===== src/rtl/pll_reset_sequencer.sv =====
// Brings up a PLL from its reference clock: pulses RESETB, waits for a stable lock,
// holds the downstream reset, then watches for lock loss with bounded retries.
module pll_reset_sequencer #(
  parameter int PLL_RST_CYCLES      = 16,
  parameter int LOCK_STABLE_CYCLES  = 1024,
  parameter int LOCK_TIMEOUT_CYCLES = 65536,
  parameter int RESET_HOLD_CYCLES   = 256,
  parameter int LOSS_FILTER_CYCLES  = 4,
  parameter int MAX_RETRIES         = 7
) (
  input  logic       clk,
  input  logic       reset,
  input  logic       locked,
  output logic       pll_resetb,
  output logic       sys_reset,
  output logic       ready,
  output logic       fault,
  output logic [3:0] retry_count
);

  // state     | meaning
  // PLL_RST   | PLL held in reset for PLL_RST_CYCLES
  // WAIT_LOCK | PLL released, waiting for LOCK_STABLE_CYCLES of steady lock
  // RELEASE   | lock accepted, downstream reset still held
  // RUN       | downstream reset released, lock-loss filter active
  // FAULT     | retries exhausted, parked until reset
  typedef enum logic [2:0] {PLL_RST, WAIT_LOCK, RELEASE, RUN, FAULT} state_t;

  localparam int CNT_MAX_A = (PLL_RST_CYCLES > RESET_HOLD_CYCLES) ? PLL_RST_CYCLES : RESET_HOLD_CYCLES;
  localparam int CNT_MAX   = (LOCK_TIMEOUT_CYCLES > CNT_MAX_A) ? LOCK_TIMEOUT_CYCLES : CNT_MAX_A;
  localparam int CNT_W     = $clog2(CNT_MAX + 1);
  localparam int FILT_MAX  = (LOCK_STABLE_CYCLES > LOSS_FILTER_CYCLES) ? LOCK_STABLE_CYCLES : LOSS_FILTER_CYCLES;
  localparam int FILT_W    = $clog2(FILT_MAX + 1);

  localparam logic [CNT_W-1:0]  RST_LAST  = CNT_W'(PLL_RST_CYCLES - 1);
  localparam logic [CNT_W-1:0]  TO_LAST   = CNT_W'(LOCK_TIMEOUT_CYCLES - 1);
  localparam logic [CNT_W-1:0]  HOLD_LAST = CNT_W'(RESET_HOLD_CYCLES - 1);
  localparam logic [CNT_W-1:0]  CNT_TOP   = CNT_W'(CNT_MAX);
  localparam logic [FILT_W-1:0] STABLE_N  = FILT_W'(LOCK_STABLE_CYCLES);
  localparam logic [FILT_W-1:0] LOSS_N    = FILT_W'(LOSS_FILTER_CYCLES);
  localparam logic [FILT_W-1:0] FILT_TOP  = FILT_W'(FILT_MAX);
  localparam logic [3:0]        MAX_N     = 4'(MAX_RETRIES);

  state_t            state, state_nx;
  logic [CNT_W-1:0]  cnt, cnt_nx, cnt_inc;
  logic [FILT_W-1:0] filt, filt_nx, filt_inc;
  logic [3:0]        retry_nx, retry_inc;
  logic              sync1, locked_s;
  logic              fail;

  assign cnt_inc   = (cnt == CNT_TOP) ? cnt : cnt + 1'b1;
  assign filt_inc  = (filt == FILT_TOP) ? filt : filt + 1'b1;
  assign retry_inc = (retry_count == 4'hF) ? 4'hF : retry_count + 4'd1;

  // filt is the stability count in WAIT_LOCK and the loss count in RUN
  always_comb begin
    state_nx = state;
    cnt_nx   = cnt;
    filt_nx  = filt;
    retry_nx = retry_count;
    fail     = 1'b0;
    case (state)
      PLL_RST: begin
        if (cnt == RST_LAST) state_nx = WAIT_LOCK;
        else                 cnt_nx   = cnt_inc;
      end
      WAIT_LOCK: begin
        cnt_nx  = cnt_inc;
        filt_nx = locked_s ? filt_inc : '0;
        if (locked_s && filt_inc == STABLE_N) state_nx = RELEASE;
        else if (cnt == TO_LAST)              fail     = 1'b1;
      end
      RELEASE: begin
        if (!locked_s)              fail     = 1'b1;
        else if (cnt == HOLD_LAST)  state_nx = RUN;
        else                        cnt_nx   = cnt_inc;
      end
      RUN: begin
        filt_nx = locked_s ? '0 : filt_inc;
        if (!locked_s && filt_inc == LOSS_N) fail = 1'b1;
      end
      FAULT: state_nx = FAULT;
      default: state_nx = PLL_RST;
    endcase
    if (fail) begin
      retry_nx = retry_inc;
      state_nx = (retry_inc > MAX_N) ? FAULT : PLL_RST;
    end
    if (state_nx != state) begin
      cnt_nx  = '0;
      filt_nx = '0;
    end
  end

  // Outputs are decoded from the next state so they change on the same edge as the state.
  always_ff @(posedge clk) begin
    if (reset) begin
      state       <= PLL_RST;
      cnt         <= '0;
      filt        <= '0;
      retry_count <= 4'd0;
      sync1       <= 1'b0;
      locked_s    <= 1'b0;
      pll_resetb  <= 1'b0;
      sys_reset   <= 1'b1;
      ready       <= 1'b0;
      fault       <= 1'b0;
    end else begin
      state       <= state_nx;
      cnt         <= cnt_nx;
      filt        <= filt_nx;
      retry_count <= retry_nx;
      sync1       <= locked;
      locked_s    <= sync1;
      pll_resetb  <= (state_nx == WAIT_LOCK) || (state_nx == RELEASE) || (state_nx == RUN);
      sys_reset   <= (state_nx != RUN);
      ready       <= (state_nx == RUN);
      fault       <= (state_nx == FAULT);
    end
  end

endmodule


===== config.mk =====
export PLATFORM = sky130hd
export DESIGN_NAME = pll_reset_sequencer
export DESIGN_NICKNAME = d
export VERILOG_FILES = /design/src/rtl/pll_reset_sequencer.sv
export SDC_FILE = /design/constraint.sdc
export NUM_CORES = 1
export LEC_CHECK = 0
export ABC_AREA = 1
export CORE_AREA = 8 8 75 83
export CTS_CLUSTER_DIAMETER = 50
export DETAILED_ROUTE_END_ITERATION = 7
export DIE_AREA = 0 0 83 91
export PLACE_DENSITY = 0.85
export SYNTH_ARGS = -nofsm -noshare
export SYNTH_HDL_FRONTEND = slang
export SYNTH_SLANG_ARGS = --single-unit

===== constraint.sdc =====
create_clock -name clk -period 2 [get_ports clk]
set_input_delay 0.5 -clock clk [delete_from_list [all_inputs] [get_ports clk]]
set_output_delay 0.5 -clock clk [all_outputs]
set_load 0.005 [all_outputs]

==> reports/results.ini <==
[outcome]
status = finished with violations
violations = design-rule violations, negative setup slack

[global_route]
antenna_found_initial = 0
grt_overflow_total = 0
grt_pass1_wl_mm = 11.5
globalRouteTotalUtil_pct = 17.9
grt_max_degree = 15
first_global_vias = 2659

[logic_synthesis]
yosysSeqAreaShare_pct = 32.0
synthTopCellsByArea = dfxtp_1, nand2_1, nor2_1, inv_1, xor2_1
synth.distinct_cells = 30
yosysMostFrequentCell = nand2_1
synth-main-ff-cell = dfxtp_1
synth_common_cells = nand2_1, nor2_1, inv_1
async_reset_ff_share_pct = 0
yosysWarnings = 0
ys_ff_latch = 41
avgSynthCellArea_sq_um = 6.59
netlist_area_sq_um = 2560
synth_edf_count = 0
synth_area_leader_cell = dfxtp_1
synth.net_count = 398
syn_inst = 389
synth_top_area_share_pct = 32.0

[layout]
fillers = 308
design_area_sq_um = 3560
layout-drive-gt1-share_pct = 33.0
diodes = 0
area_growth_pct = 38.7
fin_util_pct = 72.6
final_nets = 465

[placed_design]
port-buffer-count = 10
routabilityCongestion = 0.924
place_area_sq_um = 3080
hpwl_mm = 4.79
pre_cts_ws_ns = -0.235

[pwr]
p_seq_share_pct = 51.6
ir_worst_vdd_mv = 0.437
combPwrFrac_pct = 5.3
p_leak_nw = 1.44
p_clk_share_pct = 43.1
power_mw = 1.60
internal_power_mw = 1.23
p_per_area_nw_per_um2 = 449
switching_share_pct = 23.0
power.switching_mw = 0.367

[critical_path]
worstPathRequired_ns = 2.25
cp_max_fo = 5
critical_path_class = flop to flop
start_kind = flop
cpPeakStageDelay_ns = 0.38
worstPathCellList = ha_4 -> nand2_4 -> nor2_4 -> nand2_2 -> o21ai_1 -> nand2_1 -> nor2_1 -> nand3_4 -> nand2_1 -> nand2_2 -> nand3_2 -> nand2_2 -> nand2_2 -> nand3_4 -> buf_4 -> nor2_2
slowest_stage = dfxtp_4
worst_path_most_repeated_cell = nand2_2
cp_data_arrival_time_ns = 2.69
worstSetupEndpointType = flop

[floorplan]
die_w_um = 83
die_area_sq_um = 7550
rows = 27
io_pins = 11
fp.coreArea_sq_um = 4900
die-height_um = 91
start_util_pct = 52.4

[cts]
cts-buffers-inserted = 5
cts-root-buf = clkbuf_8
cts_buffer_depth = 2
tritoncts = done
htreeDepth = 2
clk_pin_slew_ns = 0.10
clk_latency_ns = 0.31
cts_sinks = 41

[timing]
fin_ws_ns = -0.447
min_period_ns = 2.45
rsz0062_at_grt = yes
finalMaxSlewViolations = 0
timing.slew.headroom_pct = 66.7
fmax_ghz = 0.409
hold_viol = 0
clock_skew_ns = 0.0188
tns_ns = -14.55
period_share_pct = 122
finalSetupViolCount = 39
worstMarginPinSlew_ns = 0.500

[route]
wirelength_mm = 8.24
vias_per_cell = 5.69
first_pass_iters = 7
ant_nets = 0
drc = 2
drtIter0Drc = 341
wl_per_cell_um = 16.0
via_count = 2932

[min_path]
worstHoldPathType = flop to flop

[run]
maxCapViolations = 0

## worst paths after layout
check               start        to  slack, ns  cells past startpoint
setup / recovery  filt[0]   filt[1]      -0.45                     16
hold / removal      sync1  locked_s       0.44                      2
setup reg to reg  filt[0]   filt[1]      -0.45                     16
hold reg to reg     sync1  locked_s       0.44                      2
## cell type report
class	count	area, sq um	share of cell area (%)
inverter	64	243	6.82
multi-input combinational	279	1720	48.4
clock buffer	5	68.8	1.93
tap	58	72.6	2.04
clock inverter	3	46.3	1.30
timing repair buffer	65	571	16.0
sequential	41	835	23.5
## flip-flops by register name, summed over array words and instances, names as in the netlist
name and flops:
state 3, fault 1, ready 1, retry_count 4, sync1 1, pll_resetb 1
cnt 17, locked_s 1, sys_reset 1, filt 11
## stage by stage
step	hold slack [ns]	instances
2_1_floorplan	0.388	389
3_3_place_gp	0.396	496
3_5_place_dp	0.403	496
4_1_cts	0.444	510
5_1_grt	0.482	515
6_report	0.445	515
## critical path: cells and delay by family, from the launching register on
kind                       cells  cell delay (ns)
DFF                            1             0.38
and+or+nand+nor               13             1.50
AOI/OAI and AO/OA              1             0.13
adders and majority gates      1             0.15
buffers and inverters          1             0.21
## what timing repair did
action | in CTS | in global routing
endpoints found under the hold margin | 0 | 0
cloned | 0 | 1
hold buffers | 0 | 0
setup endpoints to repair | 37 | 39
pin swaps | 5 | 6
buffers inserted | 7 | 4
resized for setup | 21 | 51
## metal layers
layer  global-route usage, %  part of all wire [%]  wire [um]
met5                       0                     0          0
met4                    9.09                   5.6        463
met3                    2.77                   5.5        450
met2                    34.3                    53       4370
met1                    18.1                    36       2960
## power by group through the flow
stage | Clock, mW | Combinational (mW) | Sequential (mW)
final | 0.689 | 0.0842 | 0.824
after global routing | 0.724 | 0.0904 | 0.825
after CTS | 0.682 | 0.0729 | 0.827
after detailed placement | 0 | 0.0697 | 0.846
after global placement | 0 | 0.0681 | 0.846
after floorplan | 0 | 0.0430 | 0.847
## logic make-up (layout without fill, tap and decap cells)
| logic type | count (synthesis) | in the layout | share of synthesized area, % |
|---|---|---|---|
| simple gates | 215 | 215 | 38.5 |
| buf+inv | 69 | 137 | 10.7 |
| flops | 41 | 41 | 32.0 |
| compound gates | 36 | 36 | 7.90 |
| xor+xnor | 17 | 17 | 5.80 |
| fa+ha+maj | 6 | 6 | 2.93 |
| mux | 5 | 5 | 2.19 |
## cells in the final DEF (no fill, tap or decap), types with 2 or more instances in the layout
cell	Yosys	routed
a21oi_1	16	14
a22oi_1	4	4
a31oi_1	2	2
buf_12	0	2
buf_4	0	48
buf_6	2	4
clkbuf_8	0	5
clkdlybuf4s50_1	0	10
dfxtp_1	41	34
dfxtp_2	0	5
dfxtp_4	0	2
ha_1	6	4
inv_1	63	62
mux2_2	5	5
nand2_1	73	57
nand2_2	3	17
nand2_4	0	2
nand3_1	23	20
nand3_2	2	2
nand3_4	1	4
nand3b_1	3	3
nand4_1	7	7
nor2_1	66	53
nor2_2	22	23
nor2_4	2	14
nor3_1	11	8
nor3_2	0	3
o21ai_0	9	7
o21ai_1	1	2
o21bai_1	2	2
xor2_1	16	14
xor2_2	0	2
Power figures use the tool's default switching activity.
==> RTL change 1 (same settings) <==
Remove the register `fault`: a continuous assignment takes its place, so the output `fault` follows one clock earlier.
--- a/src/rtl/pll_reset_sequencer.sv
+++ b/src/rtl/pll_reset_sequencer.sv
@@ -104,7 +104,6 @@
       pll_resetb  <= 1'b0;
       sys_reset   <= 1'b1;
       ready       <= 1'b0;
-      fault       <= 1'b0;
     end else begin
       state       <= state_nx;
       cnt         <= cnt_nx;
@@ -115,9 +114,10 @@
       pll_resetb  <= (state_nx == WAIT_LOCK) || (state_nx == RELEASE) || (state_nx == RUN);
       sys_reset   <= (state_nx != RUN);
       ready       <= (state_nx == RUN);
-      fault       <= (state_nx == FAULT);
     end
   end
 
+  assign fault = (state_nx == FAULT);
+
 endmodule
 
Function: same outputs for any inputs over 10 cycles, from zero or initial values and one cycle with reset high; that may be too few to reach the edited logic, so the function may still have changed.
==> RTL change 1 against the original RTL <==
- the flow finishes with violations (negative setup slack)
- via count grew 8.3%
- final cell count grew 6.0%
- worst setup slack lost 0.37 ns
- routed wire length grew 25%
- area after synthesis grew 2.7%
- total power shrank 6.3%
- largest cell class unchanged
- core utilization grew 8.7 points
- critical path type is now reg2out
- cell area grew 12%
- sequential cell count shrank 1
==> RTL change 1: results (changes against the original RTL) <==
run status=complete, but fails checks; failing checks=negative setup slack; max incr delay on CP=0.36 ns (-0.02 ns); Reg2Reg Capture Point=cnt[8]; total wire length=10.3 mm (+25%); synth cell count leaders=nand2_1, inv_1, nor2_1; Worst VDD drop=0.431 mV (-1.3%); FF-to-FF path depth=19 (+3); Final setup viols=39 (unchanged); hold slack final=0.433 ns (-0.0113 ns); combinational share of power=0.083 (+0.030); Worst Path Arrival=2.32 ns (-0.37 ns); Max FO, Critical Path=4 (-1); GRT Total Usage=0.215 (+0.0364); LEAKAGE=1.59 nW (+10%); vias in the first global route=3,153 (+19%); Rel. slew slack=0.495 (-0.172); worst r2r src=filt[3]; Int Power=1.10 mW (-10%); DRT iter0 DRCs=276 (-19%); share of cells above drive strength 1=0.441 (+0.110); post-synth cell types=32 (+6.7%); vias=3,174 (+8.3%); P_seq=0.807 mW (-2%); detailed placement HPWL=5.16 mm (+7.8%); Seq/Total Area, Yosys=0.304 (-0.0161); setup TNS=-25.94 ns (-11.39 ns); first-pass GRT wire length=13.7 mm (+19%); ranking of synthesized cells by area=dfxtp_1, nand2_1, nor2_4, inv_1, nor2_1; setup ws final=-0.821 ns (-0.374 ns)
[RTL change 1: through the flow]
step           power, mW  cells
6_report            1.50    546
4_1_cts             1.48    541
3_3_place_gp       0.911    518
5_1_grt             1.53    546
2_1_floorplan      0.889    377
3_5_place_dp       0.915    518
[RTL change 1: layout make-up]
| class | count | share of cell area |
|---|---|---|
| clock inverter | 3 | 0.00597 |
| clock buffer | 5 | 0.0173 |
| sequential | 40 | 0.206 |
| multi-input combinational | 264 | 0.453 |
| tap | 58 | 0.0182 |
| inverter | 67 | 0.0644 |
| timing repair buffer | 109 | 0.235 |
[RTL change 1: worst max path at each step]
| stage | start | endpoint | slack (ns) | cells after the start |
|---|---|---|---|---|
| after floorplan | cnt[0] | filt[1] | -0.16 | 18 |
| after global placement | cnt[1] | fault | -0.59 | 14 |
| after detailed placement | cnt[1] | fault | -0.65 | 14 |
| after CTS | cnt[1] | fault | -0.51 | 14 |
| after global routing | filt[0] | fault | -0.86 | 16 |
| final | filt[3] | fault | -0.82 | 14 |
[RTL change 1: repair_timing]
| action | 4_1_cts | 5_1_grt |
|---|---|---|
| endpoints found under the setup margin | 37 | 39 |
| pin swaps | 18 | 21 |
| buffers inserted | 13 | 5 |
| gates resized for setup | 35 | 51 |
| gates cloned | 2 | 0 |
[RTL change 1: logic make-up after synthesis]
kind of cell	count (synthesis)	share of synthesized area
adders and majority gates	6	0.0285
AOI/OAI and AO/OA	33	0.0684
DFF	40	0.304
and+or+nand+nor	209	0.429
buffers and inverters	73	0.117
xor gates and xnor gates	16	0.0532
[RTL change 1: layer usage]
metal / up-vias / GRT usage / part of all wire
met5: - / 0 / 0
met4: 0 / 0.158 / 0.092
met3: 103 / 0.0447 / 0.073
met2: 211 / 0.393 / 0.50
met1: 1459 / 0.210 / 0.33
li1: 1401 / - / -
==> RTL change 2 (same settings) <==
Without the edit above. Change the parameter `RESET_HOLD_CYCLES` from 256 to 512.
--- a/src/rtl/pll_reset_sequencer.sv
+++ b/src/rtl/pll_reset_sequencer.sv
@@ -4,7 +4,7 @@
   parameter int PLL_RST_CYCLES      = 16,
   parameter int LOCK_STABLE_CYCLES  = 1024,
   parameter int LOCK_TIMEOUT_CYCLES = 65536,
-  parameter int RESET_HOLD_CYCLES   = 256,
+  parameter int RESET_HOLD_CYCLES   = 512,
   parameter int LOSS_FILTER_CYCLES  = 4,
   parameter int MAX_RETRIES         = 7
 ) (
Behaviour: same outputs for any inputs over 10 cycles, from zero or initial values and one cycle with reset high; that may be too few to reach the edited logic, so the function may still have changed.
==> RTL change 2 against the original RTL <==
- the flow finishes with violations (negative setup slack)
- sequential cell count stayed put
- core utilization is 2.0 points lower
- global-route usage is 1.2 points lower
- first-iteration DRC count is 27% lower
- area after synthesis hardly changed
- die area stayed put
- total power is 7.7% lower
- worst setup slack better by 0.0097 ns
- sequential power hardly changed
- routed wire length is 11% lower
- clock skew is 0.0064 ns lower
- cell area is 2.7% lower
==> RTL change 2: results (changes against the original RTL) <==
largest net degree at the start of global routing=14 (-1); Critical-path top delay cell=dfxtp_4; DRT iter0 DRCs=250 (-27%); Reg clk slew, reported paths=0.09 ns; hold crit path type=reg2reg; syn_nets=358 (-10%); Max FO, Critical Path=5 (unchanged); setup ws final=-0.438 ns (+0.00973 ns); CTS root buffer=clkbuf_8; critical path class=reg2reg; total wire length=7.37 mm (-11%); Vias/cell=5.57 (-2.2%); antenna violations before repair=0 (unchanged); share of cells above drive strength 1=0.369 (+0.0389); placed cells=462 (-6.9%); ranking of synthesized cells by area=dfxtp_1, nor2_4, nand2_1, nor2_1, inv_1; GRT Total Usage=0.167 (-0.0118); largest registers=cnt: 17 flops, filt: 11 flops, retry_count: 4 flops; worst skew pair latency=0.30 ns; setup slack, reg-to-reg=-0.44 ns; vias in the first global route=2,427 (-8.7%); H-tree depth=2 (unchanged); worst r2r src=filt[0]; Worst path top cell family by delay=simple AND/OR/NAND/NOR gates; synth cell count leaders=nand2_1, nor2_1, dfxtp_1; failing checks=negative setup slack; ANT cells=0 (unchanged); Post-synth ARST share=0 (unchanged); clock tree buffer depth=2 (unchanged); cts bufs inserted=5 (unchanged); Buffers on Ports=10 (unchanged); Worst VDD drop=0.424 mV (-3.0%); Worst-Margin Slew=0.422 ns (-0.0777 ns); fill cell count=330 (+7.1%); Mapped Cells=349 (-10%); drt pass-1 iters=5 (-2); Worst Path Arrival=2.63 ns (-0.06 ns); Hold Startpoint=sync1; Final Wtd Congestion=0.857 (-7.3%); first-pass GRT wire length=10.6 mm (-8.1%); LEAKAGE=1.39 nW (-3.7%); Seq/Total Area, Yosys=0.320 (about the same); leading area contributor after synthesis=dfxtp_1; fin cells=475 (-7.8%); YS warnings=0 (unchanged); Final setup viols=39 (unchanged); max incr delay on CP=0.38 ns (about the same); clk_skew=0.0124 ns (-0.00638 ns); layout net count=425 (-8.6%); run status=complete, but fails checks; post-synth cell types=33 (+10%); detailed placement HPWL=4.61 mm (-3.6%)
## RTL change 2: cell count changes after synthesis, moves of 8 or more
| cell | change |
|---|---|
| inv_1 | -26 |
| nor2_4 | +22 |
| nor2_2 | -19 |
| nor2_1 | -11 |
| nand2_1 | -8 |
## RTL change 2: stage by stage
| stage | instance area (µm²) | setup slack [ns] | setup TNS, ns | hold slack [ns] |
|---|---|---|---|---|
| after floorplan | 2590 | -0.105 | -2.04 | 0.388 |
| after global placement | 3120 | -0.229 | -6.75 | 0.393 |
| after detailed placement | 3120 | -0.320 | -9.72 | 0.401 |
| after CTS | 3290 | -0.218 | -5.91 | 0.419 |
| after global routing | 3460 | -0.569 | -18.40 | 0.466 |
| final | 3460 | -0.438 | -13.31 | 0.481 |
## RTL change 2: cell families after synthesis
kind of cell | count (synthesis) | share of synthesized area
DFF | 41 | 0.320
buffers and inverters | 47 | 0.0845
xor gates and xnor gates | 17 | 0.0581
and+or+nand+nor | 209 | 0.440
AOI/OAI and AO/OA | 29 | 0.0674
adders and majority gates | 6 | 0.0293
## RTL change 2: where the power goes
group	switching [mW]	total (mW)	internal, mW
registers	0.00631	0.827	0.821
logic	0.0543	0.0971	0.0428
clock network	0.309	0.551	0.242
## RTL change 2: metal layers
| metal | vias to the layer above | part of all wire | track usage |
|---|---|---|---|
| li1 | 1252 | - | - |
| met1 | 1251 | 0.38 | 0.182 |
| met2 | 119 | 0.52 | 0.289 |
| met3 | 24 | 0.063 | 0.0366 |
| met4 | 0 | 0.031 | 0.101 |
| met5 | - | 0 | 0 |
## RTL change 2: worst min-delay path, cell delays in order (launching register included)
cell and delay, ns:
dfxtp_1 0.31, inv_1 0.05, nor2_1 0.07
## RTL change 2: cell type report
| class | count | area [µm²] | area share |
|---|---|---|---|
| multi-input combinational | 261 | 1730 | 0.499 |
| sequential | 41 | 835 | 0.241 |
| timing repair buffer | 67 | 591 | 0.171 |
| inverter | 40 | 153 | 0.0441 |
| tap | 58 | 72.6 | 0.0210 |
| clock buffer | 5 | 68.8 | 0.0199 |
| clock inverter | 3 | 16.3 | 0.00470 |
## RTL change 2: path summary, 6_finish.rpt
kind                            endpoint  cells past startpoint
worst max register to register   cnt[11]                     16
worst max-delay path             cnt[11]                     16
worst min-delay path            locked_s                      2
worst min register to register  locked_s                      2
## RTL change 2: timing repair
action	CTS	global route
hold endpoints to repair	0	0
resized for setup	22	38
pin swaps	0	10
setup endpoints to repair	38	39
setup buffers	1	4
cloned	0	1
